**src/rtl/instr_fetch_unit_if.sv**
```systemverilog
// +--------------------------------------------------------------------------+
// | instr_fetch_unit_if : program/control/issue bundle of instr_fetch_unit  |
// | Rev 1.0                                                                 |
// +--------------------------------------------------------------------------+
`default_nettype none

interface instr_fetch_unit_if #(
    parameter int AW = 6
);
    logic          start;
    logic          prog_we;
    logic [AW-1:0] prog_addr;
    logic [31:0]   prog_data;
    logic          alu_zero;
    logic [31:0]   instrword;
    logic          newinstr;
    logic [31:0]   pc;
    logic          busy;
    logic          halted;

    modport master (
        output start, prog_we, prog_addr, prog_data, alu_zero,
        input  instrword, newinstr, pc, busy, halted
    );

    modport slave (
        input  start, prog_we, prog_addr, prog_data, alu_zero,
        output instrword, newinstr, pc, busy, halted
    );
endinterface

`default_nettype wire

```
**src/rtl/instr_fetch_unit.sv**
```systemverilog
// +--------------------------------------------------------------------------+
// | instr_fetch_unit : PC, loadable imem, BEQ resolution, timed issue       |
// | Optional J support when FETCH_JUMP_EN is defined.  Rev 1.0              |
// +--------------------------------------------------------------------------+
`default_nettype none

module instr_fetch_unit #(
    parameter int          IMEM_DEPTH  = 64,
    parameter int          EXEC_CYCLES = 4,
    parameter logic [31:0] PC_RESET    = 32'h0000_0000
) (
    input  wire logic clk,
    input  wire logic rst,
    instr_fetch_unit_if.slave bus
);

    localparam int              AW          = $clog2(IMEM_DEPTH);
    localparam int              CW          = (EXEC_CYCLES > 1) ? $clog2(EXEC_CYCLES) : 1;
    localparam logic [31:0]     C_PC_RESET  = {PC_RESET[31:2], 2'b00};
    localparam logic [CW-1:0]   C_CNT_LOAD  = CW'(EXEC_CYCLES - 1);
    localparam logic [5:0]      C_OP_BEQ    = 6'd4;
    localparam logic [31:0]     C_SENTINEL  = 32'hFFFF_FFFF;
`ifdef FETCH_JUMP_EN
    localparam logic [5:0]      C_OP_J      = 6'd2;
`endif

    typedef enum logic [2:0] {
        S_IDLE  = 3'd0,
        S_FETCH = 3'd1,
        S_ISSUE = 3'd2,
        S_EXEC  = 3'd3,
        S_HALT  = 3'd4
    } state_t;

    state_t          r_state;
    state_t          w_state_nxt;
    logic [31:0]     r_imem [IMEM_DEPTH];
    logic [31:0]     r_pc;
    logic [31:0]     w_pc_nxt;
    logic [31:0]     r_instr;
    logic [31:0]     w_instr_nxt;
    logic [CW-1:0]   r_cnt;
    logic [CW-1:0]   w_cnt_nxt;
    logic [31:0]     w_fetch_word;
    logic [31:0]     w_pc4;
    logic [31:0]     w_pc_exec;
    logic            w_oob;
    logic [5:0]      w_opcode;
    logic [15:0]     w_imm;

    assign w_fetch_word = r_imem[r_pc[AW+1:2]];
    // The index above wraps, so the out-of-range test must gate it.
    assign w_oob        = ({2'b00, r_pc[31:2]} >= 32'(IMEM_DEPTH));
    assign w_pc4        = r_pc + 32'd4;
    assign w_opcode     = r_instr[31:26];
    assign w_imm        = r_instr[15:0];

    always_comb begin
        w_pc_exec = w_pc4;
        if (w_opcode == C_OP_BEQ && bus.alu_zero) begin
            w_pc_exec = w_pc4 + {{14{w_imm[15]}}, w_imm, 2'b00};
        end
`ifdef FETCH_JUMP_EN
        if (w_opcode == C_OP_J) begin
            w_pc_exec = {w_pc4[31:28], r_instr[25:0], 2'b00};
        end
`endif
    end

    always_comb begin
        w_state_nxt = r_state;
        w_pc_nxt    = r_pc;
        w_instr_nxt = r_instr;
        w_cnt_nxt   = r_cnt;
        case (r_state)
            S_IDLE: begin
                if (bus.start) begin
                    w_state_nxt = S_FETCH;
                end
            end
            S_FETCH: begin
                if (w_oob || w_fetch_word == C_SENTINEL) begin
                    w_instr_nxt = 32'h0;
                    w_state_nxt = S_HALT;
                end else begin
                    w_instr_nxt = w_fetch_word;
                    w_state_nxt = S_ISSUE;
                end
            end
            S_ISSUE: begin
                w_cnt_nxt   = C_CNT_LOAD;
                w_state_nxt = S_EXEC;
            end
            S_EXEC: begin
                // alu_zero only matters on the final execute cycle
                if (r_cnt == '0) begin
                    w_pc_nxt    = w_pc_exec;
                    w_state_nxt = S_FETCH;
                end else begin
                    w_cnt_nxt = r_cnt - 1'b1;
                end
            end
            S_HALT: begin
                w_state_nxt = S_HALT;
            end
            default: begin
                w_state_nxt = S_IDLE;
            end
        endcase
    end

    always_ff @(posedge clk) begin
        if (rst) begin
            r_state <= S_IDLE;
            r_pc    <= C_PC_RESET;
            r_instr <= 32'h0;
            r_cnt   <= '0;
        end else begin
            r_state <= w_state_nxt;
            r_pc    <= w_pc_nxt;
            r_instr <= w_instr_nxt;
            r_cnt   <= w_cnt_nxt;
        end
    end

    // Program contents survive rst on purpose.
    always_ff @(posedge clk) begin
        if (r_state == S_IDLE && bus.prog_we) begin
            r_imem[bus.prog_addr] <= bus.prog_data;
        end
    end

    assign bus.instrword = r_instr;
    assign bus.newinstr  = (r_state == S_ISSUE);
    assign bus.pc        = r_pc;
    assign bus.busy      = (r_state == S_FETCH) || (r_state == S_ISSUE) || (r_state == S_EXEC);
    assign bus.halted    = (r_state == S_HALT);

endmodule

`default_nettype wire

```
**src/flat_wrapper.sv**
```systemverilog
// flat-port wrapper written by rule: the top's interface ports become plain ports
module instr_fetch_unit_flat 
#(
    parameter int          IMEM_DEPTH  = 64,
    parameter int          EXEC_CYCLES = 4,
    parameter logic [31:0] PC_RESET    = 32'h0000_0000
)
  (clk, rst, bus_start, bus_prog_we, bus_prog_addr, bus_prog_data, bus_alu_zero, bus_instrword, bus_newinstr, bus_pc, bus_busy, bus_halted);
  instr_fetch_unit_if #(.AW(6)) bus_i ();
  input  wire logic clk;
  input  wire logic rst;
  input wire logic [$bits(bus_i.start)-1:0] bus_start;
  input wire logic [$bits(bus_i.prog_we)-1:0] bus_prog_we;
  input wire logic [$bits(bus_i.prog_addr)-1:0] bus_prog_addr;
  input wire logic [$bits(bus_i.prog_data)-1:0] bus_prog_data;
  input wire logic [$bits(bus_i.alu_zero)-1:0] bus_alu_zero;
  output wire logic [$bits(bus_i.instrword)-1:0] bus_instrword;
  output wire logic [$bits(bus_i.newinstr)-1:0] bus_newinstr;
  output wire logic [$bits(bus_i.pc)-1:0] bus_pc;
  output wire logic [$bits(bus_i.busy)-1:0] bus_busy;
  output wire logic [$bits(bus_i.halted)-1:0] bus_halted;
  assign bus_i.start = bus_start;
  assign bus_i.prog_we = bus_prog_we;
  assign bus_i.prog_addr = bus_prog_addr;
  assign bus_i.prog_data = bus_prog_data;
  assign bus_i.alu_zero = bus_alu_zero;
  assign bus_instrword = bus_i.instrword;
  assign bus_newinstr = bus_i.newinstr;
  assign bus_pc = bus_i.pc;
  assign bus_busy = bus_i.busy;
  assign bus_halted = bus_i.halted;
  instr_fetch_unit #(.IMEM_DEPTH(IMEM_DEPTH), .EXEC_CYCLES(EXEC_CYCLES), .PC_RESET(PC_RESET)) u_core (.clk(clk), .rst(rst), .bus(bus_i));
endmodule
```
**config.mk**
```make
export PLATFORM = sky130hd
export DESIGN_NAME = instr_fetch_unit_flat
export DESIGN_NICKNAME = d
export VERILOG_FILES = /design/src/rtl/instr_fetch_unit_if.sv /design/src/rtl/instr_fetch_unit.sv /design/src/flat_wrapper.sv
export SDC_FILE = /design/constraint.sdc
export NUM_CORES = 2
export LEC_CHECK = 0
export ABC_AREA = 1
export CELL_PAD_IN_SITES_DETAIL_PLACEMENT = 0
export CELL_PAD_IN_SITES_GLOBAL_PLACEMENT = 1
export CORE_ASPECT_RATIO = 2
export CORE_MARGIN = 2
export CORE_UTILIZATION = 50
export CTS_CLUSTER_SIZE = 25
export DETAILED_ROUTE_END_ITERATION = 7
export HOLD_SLACK_MARGIN = 0.06
export PLACE_DENSITY = 0.77
export SLEW_MARGIN = 20
export SYNTH_ARGS = -nofsm -noshare
export SYNTH_HDL_FRONTEND = slang
export SYNTH_SLANG_ARGS = --single-unit
export TNS_END_PERCENT = 100
```
**constraint.sdc**
```tcl
create_clock -name clk -period 4.1 [get_ports clk]
set_clock_uncertainty 0.2 [all_clocks]
set_input_delay 0.615 -clock clk [delete_from_list [all_inputs] [get_ports clk]]
set_output_delay 0.615 -clock clk [all_outputs]
set_load 0.01 [all_outputs]
```
==> metrics.txt <==
# TYPE chip_impl_metric gauge
chip_impl_metric{name="area_delta_synth_final",unit="%"} 13.5
chip_impl_metric{name="clock_latency",unit="ns"} 0.85
chip_impl_metric{name="fin_crit_sh",unit="%"} 95.4
chip_impl_info{name="critPathSlowestCell",value="sky130_fd_sc_hd__dfxtp_4"} 1
chip_impl_info{name="crit_type",value="reg -> reg"} 1
chip_impl_metric{name="post_route_cells_drive_above_1_share",unit="%"} 9.43
chip_impl_info{name="crit_path_start_kind",value="flip-flop"} 1
chip_impl_metric{name="via_per_inst",unit=""} 5.96
chip_impl_metric{name="total_count_of_max_transition_violations_in_the_final_report",unit=""} 0
chip_impl_metric{name="power.static_leakage",unit="nW"} 35.0
chip_impl_metric{name="ios",unit=""} 110
chip_impl_info{name="synth.area.top_cells",value="sky130_fd_sc_hd__edfxtp_1, sky130_fd_sc_hd__nand3_1, sky130_fd_sc_hd__nand2_1"} 1
chip_impl_metric{name="wl_per_cell",unit="um"} 26.4
chip_impl_metric{name="drt-total-wl",unit="um"} 268000
chip_impl_metric{name="synth-seq-area-share",unit="%"} 72.0
chip_impl_metric{name="synth_cell_types",unit=""} 47
chip_impl_metric{name="max-slew-margin-rel",unit="%"} 26.1
chip_impl_metric{name="cts.htree.levels",unit=""} 4
chip_impl_metric{name="cap_violations",unit=""} 0
chip_impl_metric{name="remaining_number_of_nets_flagged_by_the_antenna_check_after_routing",unit=""} 0
chip_impl_metric{name="count_of_flip_flops_with_a_built_in_enable_after_synthesis",unit=""} 2048
chip_impl_metric{name="synth_area",unit="um2"} 87500
chip_impl_metric{name="hold-worst-slack",unit="ns"} 0.126
chip_impl_metric{name="pin_slew_with_the_least_headroom_to_its_limit",unit="ns"} 1.11
chip_impl_info{name="crit_path_end_kind",value="flip-flop"} 1
chip_impl_info{name="rsz0062_at_grt",value="yes"} 1
chip_impl_metric{name="synth.ff_latch_count",unit=""} 2121
chip_impl_metric{name="grt_start_max_net_pins",unit=""} 111
chip_impl_metric{name="ir_drop",unit="mV"} 0.708
chip_impl_metric{name="grt_use_total",unit="%"} 29.8
chip_impl_info{name="hold_start",value="bus_prog_data[2]"} 1
chip_impl_metric{name="synthArstFlopShare",unit="%"} 0
chip_impl_metric{name="initial_core_utilization",unit="%"} 50.2
chip_impl_metric{name="critical_path_peak_fanout",unit=""} 53
chip_impl_metric{name="ys_warn_count",unit=""} 0
chip_impl_metric{name="power-per-cell-area",unit="nW/um2"} 495
chip_impl_metric{name="timing.final.setup_violations",unit=""} 0
chip_impl_metric{name="worst-endpoint-required",unit="ns"} 4.64
chip_impl_info{name="synth_top_flop_cell",value="sky130_fd_sc_hd__edfxtp_1"} 1
chip_impl_metric{name="min_delay_path_depth",unit=""} 1
chip_impl_metric{name="initialDrtViolationCount",unit=""} 6553
chip_impl_metric{name="place.gp.congestion",unit=""} 0.924
chip_impl_info{name="cp_cell_sequence",value="buf_12 -> buf_12 -> buf_12 -> nand2_1 -> nand3_1 -> nand3_1 -> nand3_1 -> nand3_1 -> nand2_1 -> nand2_1 -> nand2_2 -> nand2_1 -> nor2_1 -> nand2_1 -> nor2_4 -> nand2_8 -> nand3_1 -> nand3_1 -> nand2_1 -> inv_1"} 1
chip_impl_metric{name="fp.dieH",unit="um"} 596
chip_impl_metric{name="maxClockFrequency",unit="MHz"} 256
chip_impl_metric{name="io_buffers",unit=""} 107
chip_impl_info{name="layout_common_cells",value="sky130_fd_sc_hd__nand2_1, sky130_fd_sc_hd__edfxtp_1, sky130_fd_sc_hd__nand3_1"} 1
chip_impl_info{name="status",value="completed"} 1
chip_impl_metric{name="grt_antenna_before_repair",unit=""} 7
chip_impl_metric{name="hpwl",unit="um"} 160000
chip_impl_metric{name="die_w",unit="um"} 300
chip_impl_metric{name="floorplan.rows",unit=""} 217
chip_impl_metric{name="clock_path_buffers",unit=""} 4
chip_impl_metric{name="final.setup.worst_slack",unit="ns"} 0.188
chip_impl_metric{name="floorplan.core_area",unit="um2"} 174000
chip_impl_metric{name="post_synth.cell_area_avg",unit="um2"} 11.6
chip_impl_info{name="tritoncts_clock_tree",value="built"} 1
chip_impl_metric{name="drt_pass1_iterations",unit=""} 6
chip_impl_metric{name="postSynthCellCount",unit=""} 7564
chip_impl_metric{name="final.min_clock_period",unit="ns"} 3.91
chip_impl_metric{name="fin_nets",unit=""} 7836
chip_impl_metric{name="first_global_vias",unit=""} 58600
chip_impl_metric{name="final_hold_viol_count",unit=""} 0
chip_impl_metric{name="timing.critical_path.slowest_cell_delay",unit="ns"} 0.46
chip_impl_metric{name="drt_drc_violations_left",unit=""} 0
chip_impl_metric{name="clkTransAtPathRegs",unit="ns"} 0.07
chip_impl_info{name="cts_root_buffer",value="sky130_fd_sc_hd__clkbuf_16"} 1
chip_impl_metric{name="detailedPlace.worstSlack",unit="ns"} -0.0385
chip_impl_metric{name="grt.overflow.total",unit=""} 0
chip_impl_metric{name="cts_buffers",unit=""} 181
chip_impl_metric{name="die_area",unit="um2"} 179000
chip_impl_metric{name="reg2reg_path_depth",unit=""} 20
chip_impl_metric{name="grt_pass1_wl",unit="um"} 390000
chip_impl_info{name="synth_top_cell_by_area",value="sky130_fd_sc_hd__edfxtp_1"} 1
chip_impl_info{name="worstHoldPathType",value="in -> reg"} 1
chip_impl_metric{name="num_vias",unit=""} 60600
chip_impl_metric{name="clkSinkCount",unit=""} 2121
chip_impl_info{name="layout.cells.most_common",value="sky130_fd_sc_hd__nand2_1"} 1
chip_impl_metric{name="crit_arrival",unit="ns"} 4.45
chip_impl_metric{name="synth.top_cell.area_share",unit="%"} 70.3
==> cells in the mapped netlist (2+ instances only) <==
cell and n:
sky130_fd_sc_hd__buf_4 57, sky130_fd_sc_hd__clkinv_1 2, sky130_fd_sc_hd__inv_1 97, sky130_fd_sc_hd__o31ai_1 2
sky130_fd_sc_hd__edfxtp_1 2048, sky130_fd_sc_hd__ha_1 39, sky130_fd_sc_hd__a31oi_1 20, sky130_fd_sc_hd__xor2_1 20
sky130_fd_sc_hd__buf_2 253, sky130_fd_sc_hd__nor4_1 10, sky130_fd_sc_hd__dfxtp_1 73, sky130_fd_sc_hd__o221ai_1 2
sky130_fd_sc_hd__o21a_1 4, sky130_fd_sc_hd__buf_1 52, sky130_fd_sc_hd__nor2_1 124, sky130_fd_sc_hd__nor3_1 19
sky130_fd_sc_hd__clkbuf_1 104, sky130_fd_sc_hd__nor2_2 5, sky130_fd_sc_hd__o21ai_0 45, sky130_fd_sc_hd__o21bai_1 5
sky130_fd_sc_hd__nand4_1 39, sky130_fd_sc_hd__or2_2 11, sky130_fd_sc_hd__a21o_1 3, sky130_fd_sc_hd__nand3_1 1935
sky130_fd_sc_hd__nand2_1 2456, sky130_fd_sc_hd__xnor2_1 8, sky130_fd_sc_hd__buf_6 13, sky130_fd_sc_hd__inv_2 2
sky130_fd_sc_hd__o211ai_1 5, sky130_fd_sc_hd__a21oi_1 94
==> final timing paths <==
path | end | slack [ns]
worst max register to register | u_core.r_state[1]$_SDFFE_PP0P_ | 0.19
worst min register to register | u_core.bus.instrword[21]$_SDFFE_PP0N_ | 0.27
worst max-delay path | u_core.r_state[1]$_SDFFE_PP0P_ | 0.19
worst min-delay path | u_core.r_imem[7][2]$_DFFE_PP_ | 0.13
==> power breakdown <==
group	switching, mW	internal, mW
logic	5.73	2.47
registers	0.322	24.1
clock network	7.62	8.97
==> final cells by class <==
| cell class | instances | area [um2] |
|---|---|---|
| inverters | 102 | 430 |
| well taps | 2299 | 2880 |
| fillers | 14200 | 75000 |
| multi-input cells | 4863 | 22300 |
| clock inverters | 83 | 706 |
| flip-flops and latches | 2121 | 63000 |
| repair buffers | 484 | 5220 |
| clock buffers | 227 | 4770 |
| diodes | 2 | 5.00 |
==> metal layers <==
metal / wire, um / track usage [%] / share of wire (%)
met1: 96400 / 35.8 / 36
met5: 11 / 0 / 0.0041
met4: 14400 / 14.6 / 5.4
met2: 139000 / 52.8 / 52
met3: 18900 / 3.48 / 7.0
==> through the flow <==
stage,instances,setup TNS [ns],power (mW),area (um2),util [%]
floorplan,7565,0,29.3,87500,-
global placement,9867,-0.00911,32.9,93600,53.7
detailed placement,9868,-0.0385,33.0,93700,53.7
CTS,10200,0,49.3,99200,56.9
global route,10200,-0.0375,50.8,99300,57.0
finish,10200,0,49.2,99300,57.0
==> flip-flops by register name, summed over array words and instances (netlist names), named ones only <==
name / flops
u_core.bus.pc: 30
u_core.r_state: 3
u_core.r_imem: 2048
u_core.r_cnt: 2
u_core.bus.instrword: 32
==> worst max-delay path, delay by kind of cell (launching register included) <==
kind / cells / cell delay, ns
flops: 1 / 0.46
simple gates: 16 / 2.25
buf+inv: 4 / 0.83
==> cell families (layout without fill, tap and decap cells) <==
logic type	after synthesis	count (layout)	share of synthesized area, %
AOI/OAI and AO/OA	188	188	1.20
xor gates and xnor gates	28	28	0.280
adders and majority gates	40	40	0.581
buffers and inverters	581	896	3.21
DFF	2121	2121	72.0
other	1	4	0.00429
and+or+nand+nor	4605	4605	22.8
==> repair_timing <==
action | in CTS | in global routing
pin swaps | 0 | 1
endpoints found under the setup margin | 4 | 44
buffers inserted | 0 | 1
gates resized for setup | 3 | 18
hold buffers | 0 | 0
(Power assumes the default switching activity.)
